## config.mk

```make
export PLATFORM = sky130hd
export DESIGN_NAME = mul_seq_ctrl_flat
export DESIGN_NICKNAME = d
export VERILOG_FILES = /design/src/rtl/mul_seq_ctrl_if.sv /design/src/rtl/mul_seq_ctrl.sv /design/src/flat_wrapper.sv
export SDC_FILE = /design/constraint.sdc
export NUM_CORES = 1
export LEC_CHECK = 0
export BUFFER_PORTS_ARGS = -buffer_cell sky130_fd_sc_hd__buf_2
export CORE_MARGIN = 3
export CORE_UTILIZATION = 53
export CTS_CLUSTER_SIZE = 28
export DETAILED_ROUTE_END_ITERATION = 8
export PLACE_DENSITY = 0.74
export SYNTH_ARGS = -nofsm -noshare
export SYNTH_HDL_FRONTEND = slang
export SYNTH_SLANG_ARGS = --single-unit
```

## constraint.sdc

```tcl
create_clock -name clk_i -period 2.7 [get_ports clk_i]
set_input_delay 0.135 -clock clk_i [delete_from_list [all_inputs] [get_ports clk_i]]
set_output_delay 0.135 -clock clk_i [all_outputs]
set_load 0.02 [all_outputs]
```

## src/rtl/mul_seq_ctrl_if.sv

```systemverilog
// Handshake and data bundle between the EX stage and the multiply sequencer.
// The pipeline side drives the request and operands; the sequencer drives
// the stall, status and product back.
interface mul_seq_ctrl_if #(
  parameter int WIDTH = 32
);
  logic             start_i;
  logic [2:0]       ALUCtrl_i;
  logic             flush_i;
  logic [WIDTH-1:0] data1_i;
  logic [WIDTH-1:0] data2_i;
  logic             stall_o;
  logic             busy_o;
  logic             done_o;
  logic [WIDTH-1:0] result_o;

  // Pipeline / EX-stage side
  modport master (
    output start_i, ALUCtrl_i, flush_i, data1_i, data2_i,
    input  stall_o, busy_o, done_o, result_o
  );

  // Sequencer side
  modport slave (
    input  start_i, ALUCtrl_i, flush_i, data1_i, data2_i,
    output stall_o, busy_o, done_o, result_o
  );
endinterface

```

## src/rtl/mul_seq_ctrl.sv

```systemverilog
// Multi-cycle shift-add multiply sequencer for the EX stage.
// A multiply in ID/EX is accepted from IDLE, iterated one multiplier bit per
// cycle in RUN while the pipeline is stalled, and the product is presented
// for exactly one cycle in DONE. Non-multiply operations never stall.
module mul_seq_ctrl #(
  parameter int WIDTH     = 32,
  parameter int EARLY_OUT = 0
) (
  input  logic           clk_i,
  input  logic           rst_i,   // active-low, asynchronous
  mul_seq_ctrl_if.slave  bus
);

  // Counter must hold WIDTH-1; a 1-bit counter covers the degenerate WIDTH=1.
  localparam int              CW       = (WIDTH > 1) ? $clog2(WIDTH) : 1;
  localparam logic [CW-1:0]   CNT_LAST = CW'(WIDTH - 1);
  localparam logic [2:0]      ALU_MUL  = 3'd2;

  typedef enum logic [1:0] {
    IDLE = 2'd0,
    RUN  = 2'd1,
    DONE = 2'd2
  } state_t;

  state_t           state_q;
  logic [WIDTH-1:0] mcand_q;
  logic [WIDTH-1:0] mplier_q;
  logic [WIDTH-1:0] acc_q;
  logic [WIDTH-1:0] result_q;
  logic [CW-1:0]    cnt_q;
  logic             busy_q;

  logic             accept;
  logic             last_iter;
  logic [WIDTH-1:0] acc_d;
  logic [WIDTH-1:0] mcand_d;
  logic [WIDTH-1:0] mplier_d;
  logic [CW-1:0]    cnt_d;

  // Accept decode and one shift-add iteration of the datapath.
  always_comb begin
    accept   = (state_q == IDLE) && bus.start_i && (bus.ALUCtrl_i == ALU_MUL)
               && !bus.flush_i;
    // Addition wraps naturally: only the low WIDTH bits of the product matter,
    // which are identical for signed and unsigned operands.
    acc_d    = mplier_q[0] ? (acc_q + mcand_q) : acc_q;
    mcand_d  = mcand_q << 1;
    mplier_d = mplier_q >> 1;
    cnt_d    = cnt_q + 1'b1;
    // Early exit fires when no set multiplier bits remain after this step.
    last_iter = (cnt_q == CNT_LAST) || ((EARLY_OUT != 0) && (mplier_d == '0));
  end

  // Sequencer FSM with its datapath registers and the registered outputs.
  always_ff @(posedge clk_i or negedge rst_i) begin
    if (!rst_i) begin
      state_q  <= IDLE;
      mcand_q  <= '0;
      mplier_q <= '0;
      acc_q    <= '0;
      cnt_q    <= '0;
      result_q <= '0;
      busy_q   <= 1'b0;
    end else begin
      case (state_q)
        IDLE: begin
          busy_q <= 1'b0;
          if (accept) begin
            mcand_q  <= bus.data1_i;
            mplier_q <= bus.data2_i;
            acc_q    <= '0;
            cnt_q    <= '0;
            busy_q   <= 1'b1;
            state_q  <= RUN;
          end
        end

        RUN: begin
          if (bus.flush_i) begin
            // Killed instruction: abandon the product, keep the old result.
            busy_q  <= 1'b0;
            state_q <= IDLE;
          end else begin
            acc_q    <= acc_d;
            mcand_q  <= mcand_d;
            mplier_q <= mplier_d;
            cnt_q    <= cnt_d;
            if (last_iter) begin
              result_q <= acc_d;
              busy_q   <= 1'b0;
              state_q  <= DONE;
            end else begin
              busy_q   <= 1'b1;
            end
          end
        end

        DONE: begin
          // The ID/EX copy is stale here, so start_i is deliberately ignored.
          busy_q  <= 1'b0;
          state_q <= IDLE;
        end

        default: begin
          busy_q  <= 1'b0;
          state_q <= IDLE;
        end
      endcase
    end
  end

  // Stall and done are combinational so the hazard unit reacts in the same
  // cycle; both are forced low while reset is held.
  always_comb begin
    bus.stall_o  = rst_i && (accept || ((state_q == RUN) && !bus.flush_i));
    bus.done_o   = rst_i && (state_q == DONE) && !bus.flush_i;
    bus.busy_o   = busy_q;
    bus.result_o = result_q;
  end

endmodule

```

## src/flat_wrapper.sv

```systemverilog
// flat-port wrapper written by rule: the top's interface ports become plain ports
module mul_seq_ctrl_flat 
#(
  parameter int WIDTH     = 32,
  parameter int EARLY_OUT = 0
)
  (clk_i, rst_i, bus_start_i, bus_ALUCtrl_i, bus_flush_i, bus_data1_i, bus_data2_i, bus_stall_o, bus_busy_o, bus_done_o, bus_result_o);
  mul_seq_ctrl_if #(.WIDTH(WIDTH)) bus_i ();
  input  logic clk_i;
  input  logic rst_i;
  input wire logic [$bits(bus_i.start_i)-1:0] bus_start_i;
  input wire logic [$bits(bus_i.ALUCtrl_i)-1:0] bus_ALUCtrl_i;
  input wire logic [$bits(bus_i.flush_i)-1:0] bus_flush_i;
  input wire logic [$bits(bus_i.data1_i)-1:0] bus_data1_i;
  input wire logic [$bits(bus_i.data2_i)-1:0] bus_data2_i;
  output wire logic [$bits(bus_i.stall_o)-1:0] bus_stall_o;
  output wire logic [$bits(bus_i.busy_o)-1:0] bus_busy_o;
  output wire logic [$bits(bus_i.done_o)-1:0] bus_done_o;
  output wire logic [$bits(bus_i.result_o)-1:0] bus_result_o;
  assign bus_i.start_i = bus_start_i;
  assign bus_i.ALUCtrl_i = bus_ALUCtrl_i;
  assign bus_i.flush_i = bus_flush_i;
  assign bus_i.data1_i = bus_data1_i;
  assign bus_i.data2_i = bus_data2_i;
  assign bus_stall_o = bus_i.stall_o;
  assign bus_busy_o = bus_i.busy_o;
  assign bus_done_o = bus_i.done_o;
  assign bus_result_o = bus_i.result_o;
  mul_seq_ctrl #(.WIDTH(WIDTH), .EARLY_OUT(EARLY_OUT)) u_core (.clk_i(clk_i), .rst_i(rst_i), .bus(bus_i));
endmodule
```

==> results.md <==
- Crit Path Max Fanout: 3
- EDFF count, synth: 0
- Initial Util: 0.5462
- Most used DFF post-synth: dfrtp_1
- Synthesized flop and latch total: 136
- Ys async rst share: 1.000
- Yosys warns: 0
- Antenna Nets Post-Route: 0
- Worst Setup End Kind: flip-flop
- Layout cells sized above 1: 0.2510
- Gr ovfl total: 0
- Placed inst area: 8672 um2
- Total vias in the final route: between 6000 and 7000
- Final HPWL DP: 12540 um
- Layout net count: 1056
- Crit-path cells: ha_1 -> a21o_1 -> or4_4 -> nor3_4 -> nor2_4 -> a21oi_4 -> o221a_4 -> nand4_4 -> or3_1 -> nand3_1
- Vias in the first global route: 6301
- Final instance area: 9719 um2
- WL per Instance: between 15 and 20 um
- P&R area growth vs syn: 27.22%
- Clock skew: 0.005824 ns
- CP delay by family, top: simple AND/OR/NAND/NOR gates
- Clk slew on worst S/H paths: approximately 0.06 ns
- Count of cell types in the netlist: 61
- Largest area contributor in the netlist: dfrtp_1
- Worst path max stage delay: 0.43 ns
- Failing checks: setup timing
- Register area share after synthesis: 0.4455
- Cell leakage power: about 4.6 nW
- CTS H-tree depth: 4
- TritonCTS Sinks: 136
- Max cap viols: 0
- Chip width: roughly 130 um
- Mapped Cells: 798
- Number of DRC markers in iteration 0: 354
- Worst Hold Slack: about 0.0059 ns
- Final-report setup violation count: 2
- Final Hold Vio Count: 0
- CTS max path bufs: 2
- Detailed Routing Iterations Pass 1: 5
- Diodes inserted: 0
- FILL cells: 1100
- Tot GR Track Use: 0.2399
- Num CTS Buffers: 17
- Worst Path Buf+Inv: 0
- I/O Pins: about 110
- Initial antenna violation count: 0
- Residual DRC: 0
- Hold Crit Class: in2reg
- Routability Congestion: 0.9104
- Critical Path RT: slightly above 3 ns
- PD cells: 771.2 nW/um2
- Slew Viols, Final: 0
- Number of vias per cell: 5.640
- Critical path arrival: 3.08 ns
- Synthesized Nets: 903
- CTS root buffer: clkbuf_16
- FMAX: 367.3 MHz
- Insertion delay to the later sink of the worst-skew pair: about 0.42 ns
- Period minus WS final: 2.723 ns
- Multi-input gate area: 4285 um2
- Mapped cell area: 7640 um2
- Worst Tran Pin Value: 0.6649 ns
- Fin worst setup slack: -0.02253 ns
- Critical Path Source Type: flip-flop
- Max-slew headroom: 0.5567
- Cell Rows: 43
- Chip Height: 126.1 um
- Critical-path top delay cell: or4_4
- Largest net degree at the start of global routing: 81
- Synth area leaders: dfrtp_1 45%, mux2i_1 11%, o21ai_0 8.3%
- Area share of the largest cell type after synthesis: 0.4455
- Area of the core: around 14000 um2
- Die area: 15890 um2
- Final period util: 1.008
- RSZ-0062 raised after global routing: true
- First-pass GRT wire length: 31130 um
- Status: complete, but fails checks
- I/O Buffers: 105
- Syn_area_per_cell: 9.574 um2
- Critical path class: reg2reg
- Final Power: 7.495 mW
- CTS tree: done
- Worst IR Drop VDD: 0.4912 mV
- Seq. cell area: 3405 um2
- Wirelength, routed: 18690 um
==> cell usage after synthesis (all sizes together), types with 13 or more instances <==
| library cell | number |
|---|---|
| clkbuf | 37 |
| o21ai | 132 |
| nor2 | 22 |
| mux2i | 85 |
| a22o | 22 |
| a21o | 16 |
| buf | 13 |
| xnor2 | 20 |
| a21oi | 33 |
| dfrtp | 136 |
| ha | 33 |
| nand2 | 136 |
==> routing by layer <==
metal	wire length [um]	global-route usage	vias to the layer above
met2	8800	0.3781	169
met5	0	0	-
met4	319	0.07256	0
li1	-	-	3164
met1	8667	0.3301	3097
met3	903	0.05980	22
==> power by group <==
group	internal (mW)	total (mW)	switching, mW
clock network	1.33	2.19	0.854
logic	1.20	2.53	1.33
registers	2.42	2.78	0.365
==> flip-flops by register name, indices dropped and copies added (netlist names) <==
register,flops
u_core.acc_q,32
u_core.bus.result_o,32
u_core.mcand_q,32
u_core.mplier_q,32
u_core.cnt_q,5
u_core.state_q,2
u_core.bus.busy_o,1
==> through the flow <==
| step | util | setup TNS (ns) | worst slack [ns] | std cells |
|---|---|---|---|---|
| after detailed placement | 0.6199 | -0.7372 | -0.1347 | 1086 |
| after floorplan | - | 0 | 0.001223 | 798 |
| final | 0.6948 | -0.03449 | -0.02253 | 1144 |
| after CTS | 0.6779 | -0.02799 | -0.01898 | 1138 |
| after global placement | 0.6199 | -0.2551 | -0.1064 | 1086 |
| after global routing | 0.6948 | -1.093 | -0.1395 | 1144 |
==> worst paths after layout <==
path	startpoint	depth (start not counted)	slack [ns]	end
min	bus_data1_i[5]	3	0.006	u_core.mcand_q[5]
max reg2reg	u_core.acc_q[10]	10	-0.02	u_core.acc_q[31]
min in group asynchronous	rst_i	2	0.26	u_core.bus.result_o[6]
min reg2reg	u_core.bus.result_o[9]	2	0.47	u_core.bus.result_o[9]
max	u_core.acc_q[10]	10	-0.02	u_core.acc_q[31]
max in group asynchronous	rst_i	3	1.59	u_core.mplier_q[0]
==> logic make-up after synthesis <==
kind of cell    synth area share
flops                     0.4455
buf+inv                  0.02981
xor+xnor                 0.02981
mux                       0.1128
compound gates            0.1928
fa+ha+maj                0.05667
simple gates              0.1327
==> area by class of cell <==
class | instances | area share
Clock buffer | 24 | 0.04956
Multi-Input combinational cell | 604 | 0.4409
Sequential cell | 136 | 0.3503
Timing Repair Buffer | 184 | 0.1256
Tap cell | 180 | 0.02317
Clock inverter | 8 | 0.007338
Inverter | 8 | 0.003090
==> cells in the final DEF (no fill, tap or decap), drive strengths merged, types with 2 or more instances in the layout <==
cell and n:
clkinv 7, o21ai 132, ha 33, a22o 22, nor2b 4, and2 2, a21o 16, o211ai 2
buf 167, o22ai 6, or3 3, clkbuf 24, inv 7, xor2 6, nand3 6, a21oi 33
nand4 8, a211oi 6, a41oi 2, nor3b 4, xnor2 20, dlygate4sd3 17, nand2 136, nand3b 2
o31ai 2, nor4 4, mux2i 85, and3 6, nor3 5, nor2 22, a31oi 2, o21bai 8
dfrtp 136, nand2b 8
==> timing repair <==
item,in CTS,in global routing
hold endpoints to repair,72,0
endpoints found under the setup margin,13,29
setup buffers,3,6
pin swaps,7,11
cloned,0,0
hold buffers,17,0
gates resized for setup,13,33
==> worst reg2reg max path, cell delays in order (launching register included) <==
cell,delay [ns]
dfrtp_1,0.40
ha_1,0.33
a21o_1,0.22
or4_4,0.43
nor3_4,0.26
nor2_4,0.09
a21oi_4,0.18
o221a_4,0.21
nand4_4,0.11
or3_1,0.34
nand3_1,0.10
Power figures use the tool's default switching activity.
